==> src/rtl/fp_pkg.sv <==
// Shared types and constants for the floating-point reduction path.
package fp_pkg;

    localparam int FP_WIDTH = 32;
    localparam logic [FP_WIDTH-1:0] FP_ZERO = '0;

    typedef enum logic {
        ACCUM = 1'b0,
        DRAIN = 1'b1
    } acc_state_t;

endpackage

==> src/rtl/fp_adder.sv <==
// Pipelined IEEE-754 adder: combinational sum followed by a LATENCY-deep
// delay line. Denormals flush to zero; results are truncated.
module fp_adder
    import fp_pkg::*;
#(
    parameter int WIDTH   = 32,
    parameter int LATENCY = 11
) (
    input  logic             clk,
    input  logic             rst,
    input  logic             ready,
    input  logic [WIDTH-1:0] a,
    input  logic [WIDTH-1:0] b,
    output logic [WIDTH-1:0] result,
    output logic             valid
);

    localparam int EW   = (WIDTH == 64) ? 11 : (WIDTH == 16) ? 5 : 8;
    localparam int MW   = WIDTH - 1 - EW;
    localparam int XW   = MW + 5;
    localparam int EMAX = (1 << EW) - 1;

    logic [WIDTH-1:0] big;
    logic [WIDTH-1:0] sml;
    logic [WIDTH-1:0] sum;
    logic [XW-1:0]    mb;
    logic [XW-1:0]    ms;
    logic [XW-1:0]    mag;
    logic [XW-1:0]    norm;
    int               eb;
    int               es;
    int               e;
    int               lz;
    int unsigned      sh;

    always_comb begin
        big = a;
        sml = b;
        if (b[WIDTH-2:0] > a[WIDTH-2:0]) begin
            big = b;
            sml = a;
        end
        eb   = int'(big[WIDTH-2:MW]);
        es   = int'(sml[WIDTH-2:MW]);
        sh   = int'(eb - es);
        mb   = {2'b01, big[MW-1:0], 3'b000};
        ms   = {2'b01, sml[MW-1:0], 3'b000} >> sh;
        mag  = (big[WIDTH-1] == sml[WIDTH-1]) ? mb + ms : mb - ms;
        lz   = XW;
        for (int i = XW - 1; i >= 0; i--) begin
            if (mag[i] && lz == XW) lz = XW - 1 - i;
        end
        norm = '0;
        e    = 0;
        sum  = WIDTH'(FP_ZERO);
        if (eb == 0) begin
            sum = WIDTH'(FP_ZERO);
        end else if (es == 0 || eb == EMAX) begin
            sum = big;
        end else if (lz != XW) begin
            if (lz == 0) begin
                norm = mag >> 1;
                e    = eb + 1;
            end else begin
                norm = mag << (lz - 1);
                e    = eb - lz + 1;
            end
            if (e >= EMAX)
                sum = {big[WIDTH-1], {EW{1'b1}}, {MW{1'b0}}};
            else if (e > 0)
                sum = {big[WIDTH-1], e[EW-1:0], norm[XW-3:3]};
        end
    end

    logic [WIDTH-1:0]   pipe_d [LATENCY];
    logic [LATENCY-1:0] pipe_v;

    always_ff @(posedge clk) begin
        if (rst) pipe_v <= '0;
        else     pipe_v <= {pipe_v[LATENCY-2:0], ready};
    end

    always_ff @(posedge clk) begin
        pipe_d[0] <= sum;
        for (int i = 1; i < LATENCY; i++) pipe_d[i] <= pipe_d[i-1];
    end

    assign result = pipe_d[LATENCY-1];
    assign valid  = pipe_v[LATENCY-1];

endmodule

==> src/rtl/fp_accumulator.sv <==
// Streaming vector reducer: partial sums circulate through fp_adder and
// are pairwise folded to one scalar once the last beat is in.
module fp_accumulator
    import fp_pkg::*;
#(
    parameter int WIDTH   = 32,
    parameter int LATENCY = 11
) (
    input  logic             clk,
    input  logic             rst_n,
    input  logic [WIDTH-1:0] in_data,
    input  logic             in_valid,
    input  logic             in_last,
    output logic             in_ready,
    output logic [WIDTH-1:0] out_data,
    output logic             out_valid,
    output logic             busy
);

    localparam int LW = $clog2(LATENCY + 2);

    acc_state_t       state;
    acc_state_t       state_n;
    logic [LW-1:0]    live;
    logic [LW-1:0]    live_n;
    logic [WIDTH-1:0] hold;
    logic [WIDTH-1:0] hold_n;
    logic             hold_v;
    logic             hold_v_n;
    logic             issue;
    logic             cap;
    logic [WIDTH-1:0] add_a;
    logic [WIDTH-1:0] add_b;
    logic [WIDTH-1:0] res;
    logic             res_v;
    logic             accept;

    assign accept = in_valid && in_ready;

    fp_adder #(
        .WIDTH   (WIDTH),
        .LATENCY (LATENCY)
    ) u_add (
        .clk    (clk),
        .rst    (~rst_n),
        .ready  (issue),
        .a      (add_a),
        .b      (add_b),
        .result (res),
        .valid  (res_v)
    );

    always_ff @(posedge clk) begin
        if (!rst_n) state <= ACCUM;
        else        state <= state_n;
    end

    always_comb begin
        state_n = state;
        unique case (state)
            ACCUM: if (accept && in_last) state_n = DRAIN;
            DRAIN: if (res_v && live == LW'(1)) state_n = ACCUM;
            default: state_n = ACCUM;
        endcase
    end

    always_comb begin
        issue    = 1'b0;
        cap      = 1'b0;
        add_a    = WIDTH'(FP_ZERO);
        add_b    = WIDTH'(FP_ZERO);
        live_n   = live;
        hold_n   = hold;
        hold_v_n = hold_v;
        unique case (state)
            ACCUM: begin
                issue = accept || res_v;
                if (accept) add_a = in_data;
                if (res_v)  add_b = res;
                if (accept && !res_v) live_n = live + LW'(1);
            end
            DRAIN: begin
                if (res_v) begin
                    if (live == LW'(1)) begin
                        cap    = 1'b1;
                        live_n = '0;
                    end else if (!hold_v) begin
                        hold_n   = res;
                        hold_v_n = 1'b1;
                    end else begin
                        issue    = 1'b1;
                        add_a    = hold;
                        add_b    = res;
                        hold_v_n = 1'b0;
                        live_n   = live - LW'(1);
                    end
                end
            end
            default: ;
        endcase
    end

    // in_ready stays low for one ACCUM cycle after a result is emitted
    always_ff @(posedge clk) begin
        if (!rst_n) begin
            live      <= '0;
            hold      <= '0;
            hold_v    <= 1'b0;
            out_data  <= '0;
            out_valid <= 1'b0;
            in_ready  <= 1'b0;
            busy      <= 1'b0;
        end else begin
            live      <= live_n;
            hold      <= hold_n;
            hold_v    <= hold_v_n;
            out_valid <= cap;
            if (cap) out_data <= res;
            in_ready  <= (state == ACCUM) && (state_n == ACCUM);
            busy      <= (state_n == DRAIN);
        end
    end

endmodule

==> config.mk <==
export PLATFORM = sky130hd
export DESIGN_NAME = fp_accumulator
export DESIGN_NICKNAME = d
export VERILOG_FILES = /design/src/rtl/fp_pkg.sv /design/src/rtl/fp_adder.sv /design/src/rtl/fp_accumulator.sv
export SDC_FILE = /design/constraint.sdc
export NUM_CORES = 1
export LEC_CHECK = 0
export ABC_AREA = 1
export CAP_MARGIN = 10
export CORE_MARGIN = 3
export CORE_UTILIZATION = 55
export DETAILED_ROUTE_END_ITERATION = 12
export PLACE_DENSITY = 0.73
export RECOVER_POWER = 100
export SETUP_SLACK_MARGIN = 0.15
export SYNTH_ARGS = -nofsm -noshare
export SYNTH_HDL_FRONTEND = slang
export SYNTH_SLANG_ARGS = --single-unit
==> constraint.sdc <==
create_clock -name clk -period 41.8 [get_ports clk]
set_input_delay 8.36 -clock clk [delete_from_list [all_inputs] [get_ports clk]]
set_output_delay 8.36 -clock clk [all_outputs]
set_load 0.005 [all_outputs]
## Word-level counts from Yosys, hierarchy flattened

Memories as Yosys holds them, arrays and structs flattened.
Index checks and enable logic that the tools add are counted.

- Add/subtract/negate cells: 9
- $lt $le $gt $ge: 3
- Equal/unequal tests: 34
- Shift-type cells: 2
- Muxes and demuxes: 67
- Bitwise gates (word level): 4
- Reductions and logical operators: 41

Operator list:

| kind | count |
|---|---|
| 32-bit 2-to-1 mux | 46 |
| 32-bit by 6-bit equality test with 1-bit output (second input constant) | 26 |
| 32-bit case mux with 2 select lines | 2 |
| 32-bit by 2-bit adder with 32-bit output (second input constant) | 1 |
| 32-bit by 9-bit greater-or-equal comparator with 1-bit output (second input constant) | 1 |
| 32-bit by 1-bit greater-than comparator with 1-bit output (second input constant) | 1 |
| 1-bit logical AND | 32 |
| 32-bit zero test | 1 |
| 32-bit by 6-bit != test with 1-bit output (second input constant) | 1 |
| 28-bit by 32-bit << shifter with 26-bit output | 1 |
| 27-bit by 32-bit right shift with 28-bit output | 1 |
| 32-bit by 2-bit subtractor with 32-bit output (second input constant) | 1 |
| 9-bit by 32-bit subtractor with 32-bit output | 1 |
| 31-bit greater-than comparator | 1 |
| 27-bit by 28-bit adder with 28-bit output | 1 |
| 28-bit 2-to-1 mux | 1 |
| 27-bit by 28-bit subtractor with 28-bit output | 1 |
| 26-bit 2-to-1 mux | 1 |
| 8-bit zero test | 2 |
| 4-bit 2-to-1 mux | 4 |
| 8-bit by 1-bit adder with 9-bit output (second input constant) | 1 |
| 1-bit 2-to-1 mux | 9 |
| 8-bit by 8-bit subtractor with 9-bit output | 1 |
| 8-bit by 1-bit equality test with 1-bit output (second input constant) | 1 |
| 16 further kinds | 22 |

- Register bits after elaboration: 83
- Bits in writable memories: 352
- Output and inout bits: 35
- Word-level logic and storage cells: 169
- Memories: 1

Memory list:

| name | words | width | read ports | clocked after memory_dff | wr ports | line | RTL |
|---|---|---|---|---|---|---|---|
| u_add.pipe_d | 11 | 32 | 11 | 0 | 11 | fp_adder.sv:75 | `logic [WIDTH-1:0] pipe_d [LATENCY];` |

## Depth between registers and ports, before layout

An unclocked memory read counts as a cell.

- Depth after elaboration: 105
- Depth in mapped cells: 121
- Depth with buffers taken out: 116

## Cells and area by module

From an unflattened synthesis, not the netlist that was laid out.

- Cells, all modules: 2938
- Area, all modules: 21360.5 µm²

Modules (own cells, without submodules):

| module | times used | cells each | area an instance (µm²) | sequential area each (µm²) |
|---|---|---|---|---|
| fp_adder | 1 | 2403 | 17703.2 | 7267.0 |
| fp_accumulator | 1 | 535 | 3657.3 | 1441.4 |

## Least setup slack after synthesis

OpenSTA, ideal clock, no wires.

- Path kind: in2reg
- Start: input in_valid
- End: memory u_add.pipe_d[0][11]
- Library setup time: 0.070 ns
- Arrival: 19.920 ns
- Data required time: 41.730 ns
- Setup slack: 21.810 ns
- Stages on the path: 97
- Path buffers: 7
- Cell sequence: nand2_1 nor2_1 buf_2 clkbuf_1 nand2_1 a21boi_0 ha_1 nand2_1 inv_1 nand3_1 nor2_1 nand3_1 clkbuf_1 nand3b_1 nand2_2 nand2_1 ha_1 inv_1 [... 61 more ...] buf_6 ha_1 ha_1 nand3_1 nand2_1 a21oi_1 o21bai_1 nand2_1 a21oi_1 nor2_1 ha_1 o31a_1 o21ai_1 nand3_1 nor2_4 buf_4 nand3_1 a21oi_1

RTL lines:

| item | line | RTL |
|---|---|---|
| from (decl) | fp_accumulator.sv:12 | `input logic in_valid,` |
| to (decl) | fp_adder.sv:75 |  |

==> results.json <==
{
  "path_max_fanout": 84,
  "coreArea_um2": 37840,
  "synth_cell_types": 69,
  "hold_end": "u_add.pipe_d[2][1]",
  "grt_pass1_wl_um": 99930,
  "power.density_nw_per_um2": 57.07,
  "setup_slack_ns": 10.05,
  "dp_hpwl_um": 49420,
  "placed_area_um2": 22090,
  "stdcell_area_um2": 23350,
  "worst_slew_pin_slew_ns": 3.061,
  "r2r_slack_ns": 18.01,
  "ctsResizeCount": 0,
  "syn_area_per_cell_um2": 7.361,
  "fin_crit_ns": 31.75,
  "met3_length_um": 5020,
  "clkTransAtPathRegs_ns": 0.06,
  "worst_ep_required_time_ns": 42.29,
  "post-cts-setup-buffers": 0,
  "htreeDepth": 2,
  "wl_per_cell_um": 18.95,
  "grt.overflow.total": 0,
  "cpMaxStageDelayCell": "clkbuf_1",
  "cts_hold_buffers": 0,
  "critPathKind": "in -> reg",
  "clk_path_buf_depth": 3,
  "track_usage": 0.3065,
  "num_vias": 19472,
  "relSlewSlack": -1.041,
  "violations": "capacitance limit, slew limit",
  "fmax_mhz": 31.50,
  "drtAntennaViolNets": 0,
  "die_w_um": 202.3,
  "grt_max_degree": 85,
  "initialDrtViolationCount": 2144,
  "grt_antenna_before_repair": 0,
  "period_share": 0.7595,
  "post-place-ws_ns": 16.10,
  "cts_inserted_buffers": 42,
  "start_util": 0.5598,
  "ys.flop_type": "dfxtp_1",
  "min_path_type": "reg -> reg",
  "synthesis.nets": 3019,
  "drc": 0,
  "wl_met1_um": 28370,
  "die_h_um": 202.3,
  "dieArea_um2": 40910,
  "synth_cells": 2878,
  "finalHoldViolCount": 0,
  "r2r-end": "u_add.pipe_d[0][14]",
  "min_path_cells": 0,
  "first_pass_iters": 6,
  "io_pins": 71,
  "r2r_start": "busy",
  "wl_met2_um": 28420,
  "io_buffers": 70,
  "place_congestion": 1.065,
  "cp_common_cell": "nand2_1",
  "grt_pass1_vias": 18273,
  "drv_slew": 267,
  "rows": 71,
  "seq_area_frac_synth": 0.4111,
  "ff2ff_path_depth": 90,
  "synth_edf_count": 0,
  "p_leak_nw": 10.85,
  "clkLatencyLatePin_ns": 0.57,
  "wl_um": 65010,
  "rsz0062_at_grt": "false",
  "max-vdd-ir-drop_mv": 0.04346,
  "ys_ff_latch": 435,
  "drv_cap": 6,
  "synthToLayoutAreaGrowth_pct": 10.20,
  "synthArstFlopShare": 0,
  "cts_tree": "done",
  "routed_via_density": 5.675,
  "yosys_warnings": 0,
  "top_layer_used": "met4",
  "arrival_ns": 32.24,
  "cp-start-kind": "input pin",
  "setup_viol_count_final": 0,
  "drive_above_1_share": 0.06372,
  "syn_area_um2": 21190,
  "root_buffer": "clkbuf_16",
  "cts_sinks": 435,
  "max_stage_delay_ns": 2.20,
  "finalSetupTns_ns": 0,
  "hold_path.startpoint": "u_add.pipe_d[1][1]",
  "status": "finished, violations left",
  "end_kind": "register",
  "nFillCells": 3449,
  "finalNetCount": 3030,
  "fin_skew_ns": 0.02061
}
[per-layer routing]
metal  track usage  up-vias
met3       0.04944      158
met2        0.4822      829
met1        0.4142     9021
li1              -     9464
met4        0.1433        0
met5             0        -
[where the power goes]
group	internal (mW)	switching, mW	total (mW)
clock	0.209	0.159	0.368
sequential	0.485	0.0225	0.507
combinational	0.126	0.331	0.457
[flip-flops by register name, indices dropped and copies added (netlist names)]
register and flops:
live 4, out_valid 1, hold 32, u_add.pipe_d 352
in_ready 1, hold_v 1, u_add.pipe_v 11, out_data 32
busy 1
[critical path: cells and delay by family]
kind | cells | cell delay [ns]
and+or+nand+nor | 55 | 11.91
buffers and inverters | 10 | 5.18
AOI/OAI and AO/OA | 21 | 4.31
adders and majority gates | 5 | 2.20
xor gates and xnor gates | 1 | 0.17
[synth_stat cells, types with 3 or more instances]
master | n | area share
o2111ai_1 | 3 | 0.0012
a2111oi_0 | 3 | 0.0012
clkbuf_1 | 77 | 0.014
a221oi_1 | 4 | 0.0017
clkinv_1 | 6 | 0.0011
buf_2 | 18 | 0.0043
o21ai_1 | 11 | 0.0026
o21ai_0 | 146 | 0.034
nor2_1 | 186 | 0.033
buf_6 | 11 | 0.0058
and2_1 | 3 | 0.00089
nand3b_1 | 4 | 0.0014
inv_2 | 18 | 0.0032
a21boi_0 | 15 | 0.0053
o21bai_1 | 4 | 0.0014
nor3_1 | 62 | 0.015
o31ai_1 | 6 | 0.0021
a22oi_1 | 7 | 0.0025
xor2_1 | 35 | 0.014
or2_2 | 7 | 0.0021
buf_4 | 8 | 0.0028
nand3_1 | 372 | 0.088
nand2_4 | 5 | 0.0027
buf_1 | 11 | 0.0019
o22ai_1 | 7 | 0.0021
nand4_1 | 61 | 0.018
nand2_1 | 649 | 0.11
nor2_2 | 6 | 0.0018
nand3_2 | 18 | 0.0085
inv_1 | 307 | 0.054
a31oi_1 | 15 | 0.0044
o21ai_2 | 6 | 0.0025
a21boi_1 | 6 | 0.0021
o211ai_1 | 8 | 0.0028
dfxtp_1 | 435 | 0.41
o21a_1 | 7 | 0.0025
ha_1 | 103 | 0.061
a21oi_1 | 153 | 0.036
nand2_2 | 27 | 0.0080
nor2_4 | 8 | 0.0043
[cell usage in the layout (no fill, tap or decap), types with 5 or more instances in the layout]
master	n
o22ai_1	7
clkbuf_16	42
nor3_1	62
nand3_1	373
a22oi_1	7
o211ai_1	8
nand2_2	23
clkinv_2	8
o21ai_0	148
or2_2	7
inv_1	309
clkinv_1	6
o21ai_1	10
o21a_1	7
a21oi_1	155
o21ai_2	5
dfxtp_1	435
nor2_1	188
inv_2	16
clkdlybuf4s50_1	33
nand4_1	62
dlygate4sd3_1	36
nand2_4	5
a31oi_1	15
a21boi_1	6
nor2_2	8
clkbuf_1	13
ha_1	103
buf_4	19
xor2_1	34
a21boi_0	15
clkbuf_8	5
nand2_1	653
nand3_2	18
o31ai_1	6
[kinds of logic after synthesis]
kind of cell               Yosys count  synth area share
and+or+nand+nor                   1419            0.3037
buffers and inverters              457           0.08788
DFF                                435            0.4111
AOI/OAI and AO/OA                  422            0.1165
adders and majority gates          105           0.06272
xor gates and xnor gates            40           0.01813
[stage by stage]
| stage | hold WS (ns) | power [mW] | utilization | instances |
|---|---|---|---|---|
| global placement | 0.3096 | 0.9566 | 0.5838 | 3356 |
| finish | 0.3156 | 1.332 | 0.6169 | 3431 |
| floorplan | 0.3096 | 0.8305 | - | 2878 |
| global route | 0.3138 | 1.400 | 0.6168 | 3430 |
| detailed placement | 0.3121 | 0.9588 | 0.5838 | 3356 |
| CTS | 0.3172 | 1.329 | 0.6193 | 3430 |
[how the worst max path moves through the flow]
stage	end	cells past startpoint	from	slack (ns)
finish	u_add.pipe_d[0][14]	92	in_valid	10.05
global route	u_add.pipe_d[0][14]	92	in_valid	7.38
CTS	u_add.pipe_d[0][14]	94	in_valid	16.58
detailed placement	u_add.pipe_d[0][9]	93	in_valid	16.10
global placement	u_add.pipe_d[0][9]	98	in_valid	16.46
floorplan	u_add.pipe_d[0][11]	97	in_valid	21.81
[area by class of cell]
| cell class | instances | area [um^2] | share of cell area |
|---|---|---|---|
| antenna | 1 | 2.502 | 0.0001072 |
| clock buffer | 56 | 1154 | 0.04941 |
| clock inverter | 18 | 190.2 | 0.008146 |
| inverter | 331 | 1242 | 0.05322 |
| multi-input combinational | 1986 | 10560 | 0.4522 |
| sequential | 435 | 8708 | 0.3730 |
| tap | 511 | 639.4 | 0.02739 |
| timing repair buffer | 93 | 853.3 | 0.03655 |
Power figures use the tool's default switching activity.
